$ cat config.mk
export PLATFORM = sky130hd
export DESIGN_NAME = sipo_rx
export DESIGN_NICKNAME = d
export VERILOG_FILES = /design/src/rtl/sipo_rx.sv
export SDC_FILE = /design/constraint.sdc
export NUM_CORES = 1
export LEC_CHECK = 0
export ABC_AREA = 1
export ABC_CLOCK_PERIOD_IN_PS = 2400
export CAP_MARGIN = 15
export CORE_MARGIN = 2
export CORE_UTILIZATION = 23
export CTS_BUF_LIST = sky130_fd_sc_hd__clkbuf_4 sky130_fd_sc_hd__clkbuf_8
export DETAILED_ROUTE_END_ITERATION = 10
export GPL_ROUTABILITY_DRIVEN = 0
export MAX_ROUTING_LAYER = met4
export SYNTH_ARGS = -nofsm -noshare
export SYNTH_HDL_FRONTEND = slang
export SYNTH_SLANG_ARGS = --single-unit
$ cat constraint.sdc
create_clock -name clk -period 2.4 [get_ports clk]
set_input_delay 0.24 -clock clk [delete_from_list [all_inputs] [get_ports clk]]
set_output_delay 0.24 -clock clk [all_outputs]
set_load 0.05 [all_outputs]
$ cat src/rtl/sipo_rx.sv
// Serial-in parallel-out receiver: START/STOP framed bit stream sampled on scl rising edges,
// assembled into WIDTH-bit words and queued in a first-word-fall-through FIFO.
module sipo_rx #(
    parameter int WIDTH      = 8,
    parameter int LSB_FIRST  = 1,
    parameter int FIFO_DEPTH = 4
) (
    input  logic             clk,
    input  logic             rst,
    input  logic             scl,
    input  logic             sda,
    output logic [WIDTH-1:0] data_out,
    output logic             valid,
    input  logic             ready,
    output logic             busy,
    output logic             frame_err,
    output logic             overflow
);

    localparam int CW = (WIDTH > 2) ? $clog2(WIDTH) : 1;
    localparam int PW = $clog2(FIFO_DEPTH);
    localparam logic [CW-1:0] LAST_BIT = CW'(WIDTH - 1);
    localparam logic [PW:0]   FULL_CNT = (PW + 1)'(FIFO_DEPTH);

    typedef enum logic {IDLE, SHIFT} state_t;

    // [0] first sync flop, [1] synchronized level, [2] previous level for edge detection
    logic [2:0] scl_pipe_q, scl_pipe_d;
    logic [2:0] sda_pipe_q, sda_pipe_d;

    state_t           state_q, state_d;
    logic [CW-1:0]    bit_cnt_q, bit_cnt_d;
    logic [WIDTH-2:0] sr_q, sr_d;
    logic             frame_err_q, frame_err_d;
    logic             overflow_q, overflow_d;

    logic [WIDTH-1:0] mem_q [FIFO_DEPTH];
    logic [WIDTH-1:0] mem_d [FIFO_DEPTH];
    logic [PW-1:0]    wr_ptr_q, wr_ptr_d;
    logic [PW-1:0]    rd_ptr_q, rd_ptr_d;
    logic [PW:0]      count_q, count_d;

    logic             scl_s, scl_p, sda_s, sda_p;
    logic             start_ev, stop_ev, rise_ev;
    logic [WIDTH-1:0] shift_ext;
    logic [WIDTH-2:0] sr_shift;
    logic             push, pop, full, accept;

    always_comb begin
        scl_pipe_d = {scl_pipe_q[1:0], scl};
        sda_pipe_d = {sda_pipe_q[1:0], sda};
        scl_s = scl_pipe_q[1];
        scl_p = scl_pipe_q[2];
        sda_s = sda_pipe_q[1];
        sda_p = sda_pipe_q[2];
        start_ev = sda_p & ~sda_s & scl_p & scl_s;
        stop_ev  = ~sda_p & sda_s & scl_p & scl_s;
        rise_ev  = ~scl_p & scl_s;
    end

    // The completed word is the shift register extended by the bit arriving now.
    always_comb begin
        if (LSB_FIRST != 0) begin
            shift_ext = {sda_s, sr_q};
            sr_shift  = shift_ext[WIDTH-1:1];
        end else begin
            shift_ext = {sr_q, sda_s};
            sr_shift  = shift_ext[WIDTH-2:0];
        end
    end

    always_ff @(posedge clk or negedge rst) begin
        if (!rst) begin
            scl_pipe_q  <= '1;
            sda_pipe_q  <= '1;
            state_q     <= IDLE;
            bit_cnt_q   <= '0;
            sr_q        <= '0;
            frame_err_q <= 1'b0;
            overflow_q  <= 1'b0;
            wr_ptr_q    <= '0;
            rd_ptr_q    <= '0;
            count_q     <= '0;
            for (int i = 0; i < FIFO_DEPTH; i++) mem_q[i] <= '0;
        end else begin
            scl_pipe_q  <= scl_pipe_d;
            sda_pipe_q  <= sda_pipe_d;
            state_q     <= state_d;
            bit_cnt_q   <= bit_cnt_d;
            sr_q        <= sr_d;
            frame_err_q <= frame_err_d;
            overflow_q  <= overflow_d;
            wr_ptr_q    <= wr_ptr_d;
            rd_ptr_q    <= rd_ptr_d;
            count_q     <= count_d;
            for (int i = 0; i < FIFO_DEPTH; i++) mem_q[i] <= mem_d[i];
        end
    end

    always_comb begin
        state_d     = state_q;
        bit_cnt_d   = bit_cnt_q;
        sr_d        = sr_q;
        push        = 1'b0;
        frame_err_d = 1'b0;
        case (state_q)
            IDLE: begin
                if (start_ev) begin
                    state_d   = SHIFT;
                    bit_cnt_d = '0;
                end
            end
            SHIFT: begin
                if (rise_ev) begin
                    if (bit_cnt_q == LAST_BIT) begin
                        push      = 1'b1;
                        bit_cnt_d = '0;
                    end else begin
                        sr_d      = sr_shift;
                        bit_cnt_d = bit_cnt_q + CW'(1);
                    end
                end else if (stop_ev) begin
                    state_d     = IDLE;
                    bit_cnt_d   = '0;
                    frame_err_d = (bit_cnt_q != '0);
                end else if (start_ev) begin
                    bit_cnt_d   = '0;
                    frame_err_d = (bit_cnt_q != '0);
                end
            end
            default: state_d = IDLE;
        endcase
    end

    // A pop in the same cycle frees the slot, so a push into a full FIFO is still accepted.
    always_comb begin
        pop        = valid & ready;
        full       = (count_q == FULL_CNT);
        accept     = push & (~full | pop);
        overflow_d = push & full & ~pop;
        for (int i = 0; i < FIFO_DEPTH; i++) mem_d[i] = mem_q[i];
        if (accept) mem_d[wr_ptr_q] = shift_ext;
        wr_ptr_d = wr_ptr_q + PW'(accept);
        rd_ptr_d = rd_ptr_q + PW'(pop);
        count_d  = count_q + (PW + 1)'(accept) - (PW + 1)'(pop);
    end

    always_comb begin
        busy      = (state_q == SHIFT);
        valid     = (count_q != '0);
        data_out  = valid ? mem_q[rd_ptr_q] : '0;
        frame_err = frame_err_q;
        overflow  = overflow_q;
    end

endmodule

==> impl_metrics.py <==
metrics = {
    "outcome": {
        "status": "finished, final reports clean",
    },
    "placement": {
        "io_buffers": 16,
        "pre_cts_slack_ns": 0.186,
        "placed_area_um2": 3060,
        "dp_hpwl_um": 4190,
    },
    "detailed_routing": {
        "totalWireLength_um": 6260,
        "wl_met1_um": 2880,
        "drt_iter0_markers": 141,
        "routed.top_layer": "met4",
        "routed-wl-met3_um": 408,
        "met2WireLength_um": 2920,
        "first_pass_iters": 4,
        "wire_per_inst_um": 12.9,
        "drcViolationCount": 0,
        "ant_nets": 0,
        "avgViaCountPerCell": 4.46,
        "vias": 2165,
    },
    "clock_tree": {
        "cts.repair.resized": 0,
        "root_buffer": "clkbuf_8",
        "cts_buffers": 9,
        "cts_buffer_depth": 2,
        "clk_pin_slew_ns": 0.06,
        "clkLatencyLatePin_ns": 0.34,
        "cts_max_level": 3,
        "cts_sinks": 58,
        "cts_tree": "built",
    },
    "setup_path": {
        "critPathSlowestCell": "dfrtp_1",
        "critPathLaunchType": "flip-flop",
        "critPathKind": "flip-flop to output pin",
        "setup.worst_path.end_class": "output pin",
        "path_max_fanout": 18,
        "crit_required_ns": 2.16,
        "crit_chain": "inv_2 > o21ai_0 > a21oi_1 > buf_4",
        "crit_arrival_ns": 1.96,
        "cp_slowest_stage_delay_ns": 0.75,
    },
    "sta": {
        "max_freq_mhz": 454,
        "worst_pin_slew_ns": 0.633,
        "finalSetupTns_ns": 0,
        "clock-skew-final_ns": 0.0126,
        "hold_violations": 0,
        "fin_crit_sh_pct": 91.9,
        "rsz0062_at_grt": "false",
        "setup_viol": 0,
        "fin_ws_ns": 0.195,
        "fin_crit_ns": 2.20,
        "relSlewSlack_pct": 57.8,
        "slew_viol_final": 0,
    },
    "flow_run": {
        "cap_violations": 0,
    },
    "die": {
        "initial_core_util_pct": 23.4,
        "io_pins": 17,
        "core_um2": 12000,
        "rows": 40,
        "fp.dieW_um": 114,
        "die_y_um": 114,
        "die_area_um2": 13100,
    },
    "global_routing": {
        "grt_max_degree": 59,
        "antenna_found_initial": 0,
        "overflow": 0,
        "grt_pass1_vias": 2128,
        "grt_pass1_wl_um": 10700,
        "grt.total_usage_pct": 11.0,
    },
    "layout": {
        "layout-drive-gt1-share_pct": 14.5,
        "num-nets-final": 346,
        "fin_area_um2": 3260,
        "diodes": 0,
        "area_delta_synth_final_pct": 16.5,
        "final_cell_mix": "nand2_1 (91), dfrtp_1 (51), nor2_1 (38)",
        "final_common_cell": "nand2_1",
    },
    "synthesis": {
        "seq_area_frac_synth_pct": 52.1,
        "yosysWarnings": 0,
        "mappedNetlistArea_um2": 2800,
        "ys_ff_latch": 58,
        "synth_nets": 326,
        "avgSynthCellArea_um2": 8.95,
        "syn_inst": 313,
        "yosys.cell_types.count": 26,
    },
    "pwr": {
        "max-vdd-ir-drop_v": 0.000288,
        "leakage_uw": 0.00165,
        "power.density_nw_per_um2": 1090,
        "power_uw": 3540,
    },
    "hold_path": {
        "hold_class": "input pin to flip-flop",
    },
}
power by group:
| part | switching (µW) | internal (µW) |
|---|---|---|
| registers | 260 | 1120 |
| logic | 876 | 410 |
| clock network | 368 | 509 |
layout make-up:
type / count / area (µm²)
Timing Repair Buffer: 22 / 195
Inverter: 20 / 75.1
Clock inverter: 4 / 45.0
Sequential cell: 58 / 1460
Multi-Input combinational cell: 222 / 1160
Tap cell: 147 / 184
Clock buffer: 12 / 146
Fill cell: 1268 / 8700
final timing paths:
| check | slack [ns] | end | cells past startpoint | startpoint |
|---|---|---|---|---|
| hold / removal | 0.31 | sda_pipe_q[0] | 1 | sda |
| hold reg to reg | 0.35 | scl_pipe_q[1] | 0 | scl_pipe_q[0] |
| setup reg to reg | 0.21 | count_q[2] | 11 | bit_cnt_q[1] |
| min in group asynchronous | 0.42 | bit_cnt_q[1] | 3 | rst |
| max in group asynchronous | 1.68 | sda_pipe_q[2] | 3 | rst |
| setup / recovery | 0.20 | data_out[1] | 4 | rd_ptr_q[0] |
cells by family after synthesis:
group / after synthesis / share of synthesized area (%)
buffers and inverters: 33 / 6.65
DFF: 58 / 52.1
xor gates and xnor gates: 4 / 1.25
AOI/OAI and AO/OA: 28 / 5.09
and+or+nand+nor: 182 / 31.1
adders and majority gates: 8 / 3.84
sequential cells by signal (all words and copies together), names as in the netlist:
signal	cells
bit_cnt_q	3
wr_ptr_q	2
scl_pipe_q	3
count_q	3
overflow	1
busy	1
sr_q	7
sda_pipe_q	3
frame_err	1
mem_q	32
rd_ptr_q	2
synth_stat cells, drive strengths merged:
library cell,count,area share [%]
nor2,42,6.5
dfrtp,52,46
clkinv,2,0.27
a21oi,9,1.6
dfstp,6,5.6
fa,1,0.71
xnor2,1,0.31
nand2,91,12
inv,18,2.4
buf,11,3.7
nand4,32,7.1
o21ai,18,3.2
nand3,16,5.1
nor3,1,0.18
clkbuf,2,0.31
o21a,1,0.27
xor2,3,0.94
ha,7,3.1
worst max-delay path: cells and delay by family, from the launching register on:
kind	cells	cell delay, ns
DFF	1	0.75
AOI/OAI and AO/OA	2	0.42
buffers and inverters	2	0.45
metal layers:
layer,track usage [%],up-vias
met4,4.88,0
met3,3.12,4
met2,15.8,50
met5,-,-
met1,14.4,1039
li1,-,1072
repair_timing:
item	CTS	global route
endpoints found under the hold margin	52	0
endpoints found under the setup margin	0	1
setup buffers	0	1
hold buffers	1	0
per-stage QoR:
step / hold slack (ns) / instances / util [%]
after CTS: 0.286 / 484 / 27.2
after global placement: 0.269 / 467 / 25.5
after floorplan: -0.0556 / 313 / -
final: 0.310 / 485 / 27.3
after global routing: 0.298 / 485 / 27.3
after detailed placement: 0.273 / 467 / 25.5
Power figures use the tool's default switching activity.
